$ cat config.mk
export PLATFORM = sky130hd
export DESIGN_NAME = det_stream_sched_flat
export DESIGN_NICKNAME = d
export VERILOG_FILES = /design/src/rtl/det_pkg.sv /design/src/rtl/det_stream_sched_if.sv /design/src/rtl/det_1011_mealy.sv /design/src/rtl/det_stream_sched.sv /design/src/flat_wrapper.sv
export SDC_FILE = /design/constraint.sdc
export NUM_CORES = 1
export LEC_CHECK = 0
export ABC_AREA = 1
export CORE_MARGIN = 1
export CORE_UTILIZATION = 49
export DETAILED_ROUTE_END_ITERATION = 16
export PLACE_DENSITY = 0.84
export SLEW_MARGIN = 15
export SYNTH_ARGS = -nofsm -noshare
export SYNTH_HDL_FRONTEND = slang
export SYNTH_SLANG_ARGS = --single-unit
$ cat constraint.sdc
create_clock -name clk -period 2.75 [get_ports clk]
set_input_delay 0.55 -clock clk [delete_from_list [all_inputs] [get_ports clk]]
set_output_delay 0.55 -clock clk [all_outputs]
set_load 0.005 [all_outputs]
$ cat src/rtl/det_pkg.sv
// Shared types and constants for the serial "1011" detector stream scheduler.
// Optional feature macro: DET_OVERLAP_EN (overlapping match counting in det_1011_mealy).
package det_pkg;

    typedef enum logic [1:0] {
        ST_IDLE   = 2'd0,
        ST_SHIFT  = 2'd1,
        ST_REPORT = 2'd2
    } fsm_state_e;

    typedef enum logic [1:0] {
        D_IDLE = 2'd0,
        D_S1   = 2'd1,
        D_S10  = 2'd2,
        D_S101 = 2'd3
    } det_state_e;

    localparam logic [3:0] DET_PATTERN = 4'b1011;

endpackage

$ cat src/rtl/det_stream_sched_if.sv
// Requester/result bus of det_stream_sched; slave = scheduler, master = requester side.
interface det_stream_sched_if #(
    parameter int unsigned NREQ   = 4,
    parameter int unsigned WORD_W = 8,
    parameter int unsigned CNT_W  = $clog2(WORD_W + 1)
);
    localparam int unsigned ID_W = $clog2(NREQ);

    logic [NREQ-1:0]        req;
    logic [NREQ*WORD_W-1:0] word;
    logic [NREQ-1:0]        gnt;
    logic                   ser_bit;
    logic                   busy;
    logic                   done;
    logic [ID_W-1:0]        done_id;
    logic [CNT_W-1:0]       match_cnt;

    modport master (
        output req, word,
        input  gnt, ser_bit, busy, done, done_id, match_cnt
    );

    modport slave (
        input  req, word,
        output gnt, ser_bit, busy, done, done_id, match_cnt
    );

endinterface

$ cat src/rtl/det_1011_mealy.sv
// Mealy "1011" detector; match is combinational in the cycle the final bit is presented.
// Macro DET_OVERLAP_EN: after a match resume from S1 (overlapping) instead of IDLE.
module det_1011_mealy
    import det_pkg::*;
(
    input  logic clk,
    input  logic rst,
    input  logic clr,
    input  logic in,
    output logic match
);

    det_state_e state_q;

    assign match = (state_q == D_S101) && (in == DET_PATTERN[0]);

    always_ff @(posedge clk or posedge rst) begin
        if (rst) begin
            state_q <= D_IDLE;
        end else if (clr) begin
            state_q <= D_IDLE;
        end else begin
            case (state_q)
                D_IDLE: state_q <= (in == DET_PATTERN[3]) ? D_S1 : D_IDLE;
                D_S1:   state_q <= (in == DET_PATTERN[2]) ? D_S10 : D_S1;
                D_S10:  state_q <= (in == DET_PATTERN[1]) ? D_S101 : D_IDLE;
                D_S101: begin
                    if (match) begin
`ifdef DET_OVERLAP_EN
                        state_q <= D_S1;
`else
                        state_q <= D_IDLE;
`endif
                    end else begin
                        state_q <= D_S10;
                    end
                end
                default: state_q <= D_IDLE;
            endcase
        end
    end

endmodule

$ cat src/rtl/det_stream_sched.sv
// Round-robin scheduler that serialises one requester word at a time into the 1011 detector.
// Macro DET_OVERLAP_EN (consumed by det_1011_mealy) selects overlapping match counting.
module det_stream_sched
    import det_pkg::*;
#(
    parameter int unsigned NREQ   = 4,
    parameter int unsigned WORD_W = 8,
    parameter int unsigned CNT_W  = $clog2(WORD_W + 1)
) (
    input  logic              clk,
    input  logic              rst,
    det_stream_sched_if.slave bus
);

    localparam int unsigned ID_W = $clog2(NREQ);
    localparam int unsigned BC_W = $clog2(WORD_W);
    localparam logic [CNT_W-1:0] CNT_MAX = '1;

    fsm_state_e         state_q;
    logic [NREQ-1:0]    gnt_q;
    logic [WORD_W-1:0]  word_q;
    logic [ID_W-1:0]    id_q;
    logic [ID_W-1:0]    ptr_q;
    logic [BC_W-1:0]    bitcnt_q;
    logic               ser_bit_q;
    logic               busy_q;
    logic               done_q;
    logic [CNT_W-1:0]   cnt_q;

    logic [ID_W-1:0]    win_d;
    logic               win_vld_d;
    int unsigned        rr_idx;
    logic [ID_W-1:0]    rr_idx_c;
    logic               match_c;
    logic               det_clr_c;
    logic               cnt_en_c;

    // Round-robin search starting at ptr_q, wrapping at NREQ-1.
    always_comb begin
        win_d     = ptr_q;
        win_vld_d = 1'b0;
        rr_idx    = 0;
        rr_idx_c  = '0;
        for (int unsigned i = 0; i < NREQ; i++) begin
            rr_idx = 32'(ptr_q) + i;
            if (rr_idx >= NREQ) rr_idx = rr_idx - NREQ;
            rr_idx_c = ID_W'(rr_idx);
            if (!win_vld_d && bus.req[rr_idx_c]) begin
                win_vld_d = 1'b1;
                win_d     = rr_idx_c;
            end
        end
    end

    assign det_clr_c = (state_q == ST_IDLE) && win_vld_d;
    // Bits are on ser_bit from the cycle after the grant pulse up to the cycle before done.
    assign cnt_en_c  = busy_q && !done_q;

    det_1011_mealy u_det (
        .clk   (clk),
        .rst   (rst),
        .clr   (det_clr_c),
        .in    (ser_bit_q),
        .match (match_c)
    );

    always_ff @(posedge clk or posedge rst) begin
        if (rst) begin
            state_q   <= ST_IDLE;
            gnt_q     <= '0;
            word_q    <= '0;
            id_q      <= '0;
            ptr_q     <= '0;
            bitcnt_q  <= '0;
            ser_bit_q <= 1'b0;
            busy_q    <= 1'b0;
            done_q    <= 1'b0;
            cnt_q     <= '0;
        end else begin
            gnt_q  <= '0;
            done_q <= 1'b0;
            case (state_q)
                ST_IDLE: begin
                    busy_q    <= 1'b0;
                    ser_bit_q <= 1'b0;
                    if (win_vld_d) begin
                        gnt_q    <= NREQ'(1) << win_d;
                        word_q   <= bus.word[32'(win_d)*WORD_W +: WORD_W];
                        id_q     <= win_d;
                        ptr_q    <= (32'(win_d) == NREQ - 1) ? '0 : win_d + 1'b1;
                        bitcnt_q <= '0;
                        cnt_q    <= '0;
                        state_q  <= ST_SHIFT;
                    end
                end
                ST_SHIFT: begin
                    busy_q    <= 1'b1;
                    ser_bit_q <= word_q[WORD_W-1];
                    word_q    <= {word_q[WORD_W-2:0], 1'b0};
                    bitcnt_q  <= bitcnt_q + 1'b1;
                    if (bitcnt_q == BC_W'(WORD_W - 1)) state_q <= ST_REPORT;
                end
                ST_REPORT: begin
                    done_q    <= 1'b1;
                    ser_bit_q <= 1'b0;
                    state_q   <= ST_IDLE;
                end
                default: state_q <= ST_IDLE;
            endcase
            if (cnt_en_c && match_c && (cnt_q != CNT_MAX)) cnt_q <= cnt_q + 1'b1;
        end
    end

    assign bus.gnt       = gnt_q;
    assign bus.ser_bit   = ser_bit_q;
    assign bus.busy      = busy_q;
    assign bus.done      = done_q;
    assign bus.done_id   = id_q;
    assign bus.match_cnt = cnt_q;

endmodule
$ cat src/flat_wrapper.sv
// flat-port wrapper written by rule: the top's interface ports become plain ports
module det_stream_sched_flat import det_pkg::*;
#(
    parameter int unsigned NREQ   = 4,
    parameter int unsigned WORD_W = 8,
    parameter int unsigned CNT_W  = $clog2(WORD_W + 1)
)
  (clk, rst, bus_req, bus_word, bus_gnt, bus_ser_bit, bus_busy, bus_done, bus_done_id, bus_match_cnt);
  det_stream_sched_if #(.NREQ(NREQ), .WORD_W(WORD_W), .CNT_W(CNT_W)) bus_i ();
  input  logic clk;
  input  logic rst;
  input wire logic [$bits(bus_i.req)-1:0] bus_req;
  input wire logic [$bits(bus_i.word)-1:0] bus_word;
  output wire logic [$bits(bus_i.gnt)-1:0] bus_gnt;
  output wire logic [$bits(bus_i.ser_bit)-1:0] bus_ser_bit;
  output wire logic [$bits(bus_i.busy)-1:0] bus_busy;
  output wire logic [$bits(bus_i.done)-1:0] bus_done;
  output wire logic [$bits(bus_i.done_id)-1:0] bus_done_id;
  output wire logic [$bits(bus_i.match_cnt)-1:0] bus_match_cnt;
  assign bus_i.req = bus_req;
  assign bus_i.word = bus_word;
  assign bus_gnt = bus_i.gnt;
  assign bus_ser_bit = bus_i.ser_bit;
  assign bus_busy = bus_i.busy;
  assign bus_done = bus_i.done;
  assign bus_done_id = bus_i.done_id;
  assign bus_match_cnt = bus_i.match_cnt;
  det_stream_sched #(.NREQ(NREQ), .WORD_W(WORD_W), .CNT_W(CNT_W)) u_core (.clk(clk), .rst(rst), .bus(bus_i));
endmodule
## Yosys cells after proc, flatten, opt, wreduce, memory -nomap -nowiden

Cells that the tools add are included.

- Reductions and logical operators: 23
- Equality and inequality tests: 10
- $add $sub $neg: 10
- Shift-type cells: 2
- Mux-type cells: 42
- Magnitude comparators: 8

Operator list:

| kind | count |
|---|---|
| indexed part select 32 x 6 -> 8 bit | 1 |
| 2-to-1 mux 2 bit | 15 |
| 2-to-1 mux 4 bit | 5 |
| case mux 8 bit (2 select lines) | 1 |
| less-than comparator 2 x 3 -> 1 bit, second input constant | 4 |
| 2-to-1 mux 1 bit | 10 |
| greater-or-equal comparator 3 bit, second input constant | 3 |
| binary-select mux 1 bit (select 2 bit) | 4 |
| equality test 2 bit, second input constant | 4 |
| logical AND 1 bit | 8 |
| 2-to-1 mux 8 bit | 1 |
| case mux 2 bit (4 select lines) | 1 |
| AND reduction 2 bit | 4 |
| nonzero test 2 bit | 4 |
| subtractor 2 x 1 -> 2 bit, second input constant | 4 |
| adder 2 x 2 -> 3 bit, second input constant | 2 |
| case mux 3 bit (2 select lines) | 1 |
| adder 4 x 1 -> 4 bit, second input constant | 1 |
| equality test 2 x 1 -> 1 bit, second input constant | 2 |
| zero test 1 bit | 4 |
| zero test 2 bit | 2 |
| inequality test 2 x 1 -> 1 bit, second input constant | 2 |
| inequality test 4 bit, second input constant | 1 |
| case mux 1 bit (2 select lines) | 2 |
| 9 further kinds | 9 |

- Bits in registers: 30
- Bits of input ports: 38
- Logic and storage cells: 106

## Depth between registers and ports, before layout

Gate-level depths: netlist of run 1.

- Word-level depth: 17
- Gate-level depth with buffers: 18
- Mapped depth without buffers: 16

## By module

A second synthesis of run 1 with hierarchy kept.

- Cell total of the unflattened synthesis: 295
- Area total of the unflattened synthesis: 2039.5 um^2

By module, submodules not included:

| module | times used | area each (um^2) | seq. area each (um^2) | cells an instance |
|---|---|---|---|---|
| det_stream_sched | 1 | 1946.9 | 700.7 | 282 |
| det_1011_mealy | 1 | 92.6 | 50.0 | 13 |

## Worst setup path after synthesis of run 1

Ideal clock, no wire load.

- Path kind: register -> register
- From: register u_core.ptr_q[0]
- To: register u_core.ptr_q[1]
- Path slack: 763 ps
- Arrival time: 1860 ps
- Library setup time: 127 ps
- Clock period less this slack: 1987 ps
- Cell stages (with the launch flop): 14
- Path through: dfrtp_1 buf_4 nand2_1 nand2_1 nand2_1 nand2_2 nor2_4 nand3_1 nand3_4 nand2_4 buf_6 ha_1 nand2_1 o21ai_0

- Cells in the longest elaborated chain, start to end: 16
- Elaborated cells between the ends (all ways): 41
- Classes of those cells: 8 x add/sub; 4 x order compare; 1 x eq/ne; 21 x mux; 7 x reduce/logical

RTL lines:

| item | line | RTL |
|---|---|---|
| start: declaration | det_stream_sched.sv:23 | `logic [ID_W-1:0] ptr_q;` |
| start signal: assignment | det_stream_sched.sv:90 | `ptr_q <= (32'(win_d) == NREQ - 1) ? '0 : win_d + 1'b1;` |
| parallel branches: the longest is 16 deep, another holds adder 2 x 1 -> 3 bit | -- |  |

Several ways; the timed one is not identified. The select of a mux whose other input is x is not followed.
A chain may end at the register's enable or synchronous reset.

## Worst setup path in the final report of run 1

- From: input bus_req[2]
- To: register u_core.ptr_q[1]

- Cells in the longest elaborated chain, start to end: 14
- Elaborated cells between the ends (all ways): 26
- Classes of those cells: 1 x add/sub; 1 x eq/ne; 17 x mux; 7 x reduce/logical

RTL lines:

| item | line | RTL |
|---|---|---|
| start: declaration | flat_wrapper.sv:12 | `input wire logic [$bits(bus_i.req)-1:0] bus_req;` |
| binary-select mux 1 bit (select 2 bit) | det_stream_sched.sv:48 | `if (!win_vld_d && bus.req[rr_idx_c]) begin` |
| 2-to-1 mux 1 bit (not written as such) | det_stream_sched.sv:48 |  |
| 2-to-1 mux 1 bit | det_stream_sched.sv:48 |  |
| zero test 1 bit | det_stream_sched.sv:48 |  |
| logical AND 1 bit | det_stream_sched.sv:48 |  |
| 2-to-1 mux 1 bit | det_stream_sched.sv:48 |  |
| zero test 1 bit | det_stream_sched.sv:48 |  |
| logical AND 1 bit | det_stream_sched.sv:48 |  |
| 2-to-1 mux 1 bit | det_stream_sched.sv:48 |  |
| zero test 1 bit | det_stream_sched.sv:48 |  |
| logical AND 1 bit | det_stream_sched.sv:48 |  |
| 2-to-1 mux 2 bit | det_stream_sched.sv:48 |  |
| adder 2 x 1 -> 2 bit / equality test 2 bit (equally long branches) | det_stream_sched.sv:90 |  |
| 2-to-1 mux 2 bit | det_stream_sched.sv:90 |  |

Parallel ways exist; a longest one is shown, timed or not. The select of a mux whose other input is x is not followed.

==> results.json, run 1 <==
{
  "outcome": "finished, final reports clean",
  "r2r-end": "u_core.ptr_q[1]",
  "netlist_area_um2": 2040,
  "path_clk_slew_ps": 60,
  "finalWorstPathRequiredPeriod_ps": 2310,
  "syn-mean-instance-area_um2": 7.15,
  "io_buffers": 50,
  "coreArea_um2": 4000,
  "postCtsSetupBuffers": 0,
  "grt_pass1_vias": 1913,
  "ioPinCount": 51,
  "drtIter0Drc": 178,
  "min_path_type": "register to register",
  "ctsLongestPathBuffers": 2,
  "routed-via-count": 2035,
  "p_per_area_nw_per_um2": 1170,
  "vias_per_cell": 5.26,
  "final_area_um2": 2650,
  "criticalPathCategory": "primary input to register",
  "seqCellArea_um2": 751,
  "root_buffer": "clkbuf_8",
  "drc_errors": 0,
  "multi_input_area_um2": 1120,
  "die_x_um": 66.6,
  "ys_seq_elements": 30,
  "placed_cell_area_um2": 2560,
  "p_leak_nw": 1.32,
  "hpwl_mm": 3.55,
  "h-tree-depth": 2,
  "die_y_um": 66.6,
  "antenna_left": 0,
  "cts_sinks": 30,
  "cp.arrival_ps": 2460,
  "finalCritPeriodShare_pct": 84.0,
  "fin_setup_tns_ps": 0,
  "crit_path_end_kind": "register",
  "critPathRequiredTime_ps": 2900,
  "layout.nets": 380,
  "postSynthCellCount": 286,
  "dp_slack_ps": 172,
  "area_growth_pct": 29.4,
  "worstHoldStart": "u_core.state_q[1]",
  "worst_slew_pin_slew_ps": 415,
  "track_usage_pct": 23.7,
  "grt_pass1_wl_mm": 8.02,
  "wl_per_cell_um": 12.2,
  "setup_viol": 0,
  "rsz0062_at_grt": "false",
  "cts_buffers": 5,
  "tritoncts": "yes",
  "ctsHoldBuffers": 0,
  "maxCapViolCount": 0,
  "hold-path-cell-count": 1,
  "cts_resized": 0,
  "grt_max_degree": 31,
  "antenna_found_initial": 0,
  "slew_violations": 0,
  "grt_overflow_total": 0,
  "synth.distinct_cells": 32,
  "r2r_cells": 11,
  "wirelength_mm": 4.73,
  "worst_skew_pair.late_latency_ps": 280,
  "r2r_setup_slack_ps": 510,
  "r2r_start": "u_core.ptr_q[1]",
  "ir_drop_mv": 0.552,
  "cp_max_fo": 13,
  "gp_congestion": 0.855,
  "hold_end": "u_core.state_q[1]",
  "rows": 23,
  "skew_ps": 3.83,
  "fill_cells": 352,
  "ys.warnings.count": 0,
  "final_cell_mix": "104 x nand2_1, 50 x clkdlybuf4s50_1, 32 x nand3_1",
  "dieArea_um2": 4430,
  "diodes": 0,
  "hold_violations": 0,
  "final_common_cell": "nand2_1",
  "initial_core_util_pct": 51.1,
  "setup_slack_ps": 440,
  "drtPass1Iterations": 8,
  "fmax_mhz": 433,
  "ys_seq_area_share_pct": 36.7,
  "max_slew_margin_pct": 72.3,
  "synth_fp_nets": 328,
  "drive_gt1_share_pct": 11.3,
  "start_kind": "primary input"
}
## cell type report
class / instances / area share [%]
clock buffers: 6 / 3.12
inverters: 27 / 3.97
multi-input cells: 221 / 42.4
flip-flops and latches: 30 / 28.4
well taps: 50 / 2.37
repair buffers: 53 / 19.8
## layer usage
layer | GRT usage [%] | wire length [um] | vias to the layer above
li1 | - | - | 1031
met1 | 30.3 | 2130 | 919
met2 | 38.8 | 2270 | 77
met3 | 4.79 | 263 | 8
met4 | 9.31 | 66 | 0
met5 | 0 | 0 | -
## cell families after synthesis
logic type	after synthesis	synth area share [%]
AO/OA/AOI/OAI	25	7.28
XOR/XNOR	2	0.857
adder cells (fa/ha/maj)	4	2.45
buffers and inverters	35	8.45
flip-flops	30	36.7
AND/OR/NAND/NOR	190	44.2
## worst max-delay path, stage by stage
cell	delay, ps
clkdlybuf4s50_1	430
nand2_1	80
nand2_1	110
nand2_1	100
nand2_2	100
nor2_4	170
nand4_2	270
nand2_4	260
ha_1	250
nand2_1	60
o21ai_0	80
## through the flow
stage	hold slack [ps]	power [mW]	cells	util, %
2_1_floorplan	422	2.33	286	-
3_3_place_gp	453	2.68	381	64.1
3_5_place_dp	465	2.74	381	64.1
4_1_cts	472	3.10	387	66.1
5_1_grt	484	3.41	387	66.1
6_report	465	3.10	387	66.1
## sequential cells by signal, summed over array words and instances (netlist names)
register	flops
u_core.word_q	8
u_core.bus.done_id	2
u_core.state_q	2
u_core.u_det.state_q	2
u_core.bus.ser_bit	1
u_core.ptr_q	2
u_core.bus.match_cnt	4
u_core.bus.gnt	4
u_core.bus.done	1
u_core.bus.busy	1
u_core.bitcnt_q	3
## worst max-delay path by stage
stage | from | depth (start not counted) | slack, ps | end
final | bus_req[2] | 11 | 440 | u_core.ptr_q[1]
after global routing | bus_req[3] | 13 | 280 | u_core.word_q[2]
after CTS | bus_req[3] | 11 | 470 | u_core.ptr_q[1]
after detailed placement | bus_req[3] | 11 | 170 | u_core.ptr_q[1]
after global placement | bus_req[2] | 12 | 270 | u_core.ptr_q[1]
after floorplan | u_core.ptr_q[0] | 13 | 760 | u_core.ptr_q[1]
## report_power, final
group          internal, mW  total (mW)  leakage (nW)  switching [mW]
registers             0.622       0.746         0.377           0.125
clock network         0.193       0.348        0.0431           0.156
logic                 0.719        2.01         0.895            1.29
## cell usage after synthesis
master,count,share of area (%)
nand2_1,104,19
nand3_1,32,7.8
dfrtp_1,30,37
inv_1,23,4.2
nor2_1,20,3.7
nand2_2,12,3.7
nand4_1,8,2.4
o21ai_1,7,1.7
a21oi_1,6,1.5
o21ai_0,5,1.2
buf_4,4,1.5
ha_1,4,2.4
buf_6,3,1.7
nand4_2,3,1.8
o21ai_2,3,1.3
a22o_1,2,0.86
inv_2,2,0.37
nand2_4,2,1.1
nor2_4,2,1.1
nor3_1,2,0.49
a211oi_1,1,0.37
and2_1,1,0.31
clkbuf_1,1,0.18
clkinv_2,1,0.24
inv_4,1,0.31
nand3_2,1,0.49
nand3_4,1,0.86
nand4_4,1,1.0
nor4_1,1,0.31
o31ai_1,1,0.37
xnor2_1,1,0.43
xor2_1,1,0.43
Note: power is estimated with default switching activity, not from simulation.
==> inputs of run 2 (changes only) <==
==> constraint.sdc (replaced) <==
create_clock -name clk -period 2.2 [get_ports clk]
set_input_delay 0.44 -clock clk [delete_from_list [all_inputs] [get_ports clk]]
set_output_delay 0.44 -clock clk [all_outputs]
set_load 0.005 [all_outputs]
==> run 2 against run 1 <==
  * Clock-buffer cell count is 1 lower
  * Setup slack got worse by 360 ps
  * Sequential power rose by 25%
  * Clock power grew 56%
  * Cell area grew 9.7%
  * Routed wire length is 8.6% higher
  * Global-route usage is 0.30 points higher
  * First-iteration DRC count fell by 32%
  * Worst hold slack got worse by 17 ps
  * Critical path type unchanged
  * Critical endpoint unchanged
  * Largest cell class unchanged
  * Largest power group unchanged
==> results.json, run 2 (synthesis gave the netlist of run 1 again) <==
{
  "slowest_delay_ps": 440,
  "ctsHoldBuffers": 0,
  "diodes": 0,
  "hold_end": "u_core.state_q[1]",
  "cp_max_fo": 10,
  "wirelength_mm": 5.13,
  "ctsLongestPathBuffers": 2,
  "drc_errors": 0,
  "drive_gt1_share_pct": 18.7,
  "grt_max_degree": 31,
  "layout.nets": 400,
  "rows": 23,
  "r2r_start": "u_core.ptr_q[0]",
  "grt_pass1_vias": 1921,
  "crit_path_top_delay_cell": "clkdlybuf4s50_1",
  "fill_cells": 307,
  "setup_viol": 0,
  "r2r_setup_slack_ps": 100,
  "dp_slack_ps": -126,
  "grt_overflow_total": 0,
  "post-place-cells": 395,
  "final_common_cell": "nand2_1",
  "cp_cell_sequence": "clkdlybuf4s50_1 -> nand2_1 -> nand2_2 -> nand2_2 -> nand2_4 -> nor2_4 -> nand3_2 -> nand3_4 -> nand2_8 -> ha_1 -> nand2_1 -> o21ai_0",
  "worst_slew_pin_slew_ps": 432,
  "hold_violations": 0,
  "critPathTopFamily": "simple AND/OR/NAND/NOR gates",
  "ir_drop_mv": 0.837,
  "p_per_area_nw_per_um2": 1550,
  "min_path_type": "register to register",
  "r2r_cells": 12,
  "finalWorstPathRequiredPeriod_ps": 2120,
  "tritoncts": "yes",
  "max_slew_margin_pct": 71.2,
  "maxCapViolCount": 0,
  "path_clk_slew_ps": 70,
  "initial_core_util_pct": 51.1,
  "crit_path_end_kind": "register",
  "setup_slack_ps": 83.7,
  "antenna_found_initial": 0,
  "die_x_um": 66.6,
  "crit_buf_inv": 1,
  "gp_congestion": 0.889,
  "grt_pass1_wl_mm": 8.16,
  "r2r-end": "u_core.ptr_q[1]",
  "worst_skew_pair.late_latency_ps": 270,
  "cp.arrival_ps": 2270,
  "crit_cells": 12,
  "stdcell_count": 409,
  "vias_per_cell": 5.28,
  "root_buffer": "clkbuf_8",
  "antenna_left": 0,
  "holdWs_ps": 448,
  "routed-via-count": 2159,
  "drtIter0Drc": 121,
  "critPathRequiredTime_ps": 2350,
  "dieArea_um2": 4430,
  "start_kind": "primary input",
  "top_register": "u_core.word_q",
  "die_y_um": 66.6,
  "drtPass1Iterations": 7,
  "hold-path-cell-count": 1,
  "finalCritPeriodShare_pct": 96.2,
  "final_util_pct": 72.6,
  "io_buffers": 50,
  "p_leak_nw": 1.44,
  "hpwl_mm": 3.73,
  "final_cell_mix": "98 x nand2_1, 48 x clkdlybuf4s50_1, 31 x nand3_1",
  "track_usage_pct": 24.0,
  "worstHoldStart": "u_core.state_q[1]",
  "cts_buffers": 5,
  "criticalPathCategory": "primary input to register",
  "skew_ps": 5.48,
  "cts_sinks": 30,
  "wl_per_cell_um": 12.5,
  "largest_register_ffs": 8,
  "fmax_mhz": 473,
  "slew_violations": 0,
  "coreArea_um2": 4000,
  "area_growth_pct": 42.0,
  "h-tree-depth": 2,
  "ioPinCount": 51,
  "outcome": "finished, final reports clean"
}
-- run 2: cell types whose count changed in the layout (fill, tap and decap cells not counted), sizes merged --
cell | previous run | this run
bufinv | 0 | 1
clkbuf | 6 | 5
clkinvlp | 0 | 2
clkdlybuf4s50 | 50 | 48
dlymetal6s2s | 0 | 2
buf | 3 | 23
-- run 2: how the worst max path moves through the flow --
stage                          from                to  slack, ps
floorplan           u_core.ptr_q[0]   u_core.ptr_q[1]        210
global placement         bus_req[2]   u_core.ptr_q[1]       -100
detailed placement       bus_req[2]   u_core.ptr_q[1]       -130
CTS                 u_core.ptr_q[0]   u_core.ptr_q[1]        100
global route        u_core.ptr_q[0]  u_core.word_q[2]        -30
finish                   bus_req[2]   u_core.ptr_q[1]         80
-- run 2: final cells by class --
class | count | area [um^2] | area share (%)
multi-input combinational | 221 | 1180 | 40.7
sequential | 30 | 751 | 25.9
timing repair buffer | 73 | 683 | 23.5
inverter | 27 | 111 | 3.84
clock buffer | 5 | 68.8 | 2.37
tap | 50 | 62.6 | 2.16
clock inverter | 3 | 45.0 | 1.55
-- run 2: report_power, final --
group          total, mW  internal [mW]  switching, mW  leakage [nW]
clock network      0.543          0.336          0.206        0.0504
registers          0.930          0.777          0.153         0.377
logic               3.03           1.21           1.82          1.01
total               4.50           2.32           2.18          1.44
-- run 2: what timing repair did --
item,CTS,global route
gates resized for setup,0,20
setup endpoints to repair,0,7
setup buffers,0,5
-- run 2: metrics by stage --
stage | power [mW] | instance area, um^2 | setup TNS [ps]
after floorplan | 2.91 | 2040 | 0
after global placement | 3.62 | 2670 | -431
after detailed placement | 3.69 | 2670 | -958
after CTS | 4.25 | 2780 | 0
after global routing | 4.93 | 2900 | -27.5
final | 4.50 | 2900 | 0
-- run 2: layer usage --
layer  up-vias  GRT usage, %  wire length (um)
li1       1075             -                 -
met1       985          31.6              2170
met2        93          39.6              2550
met3         6          4.62               346
met4         0          6.65                61
met5         -             0                 0
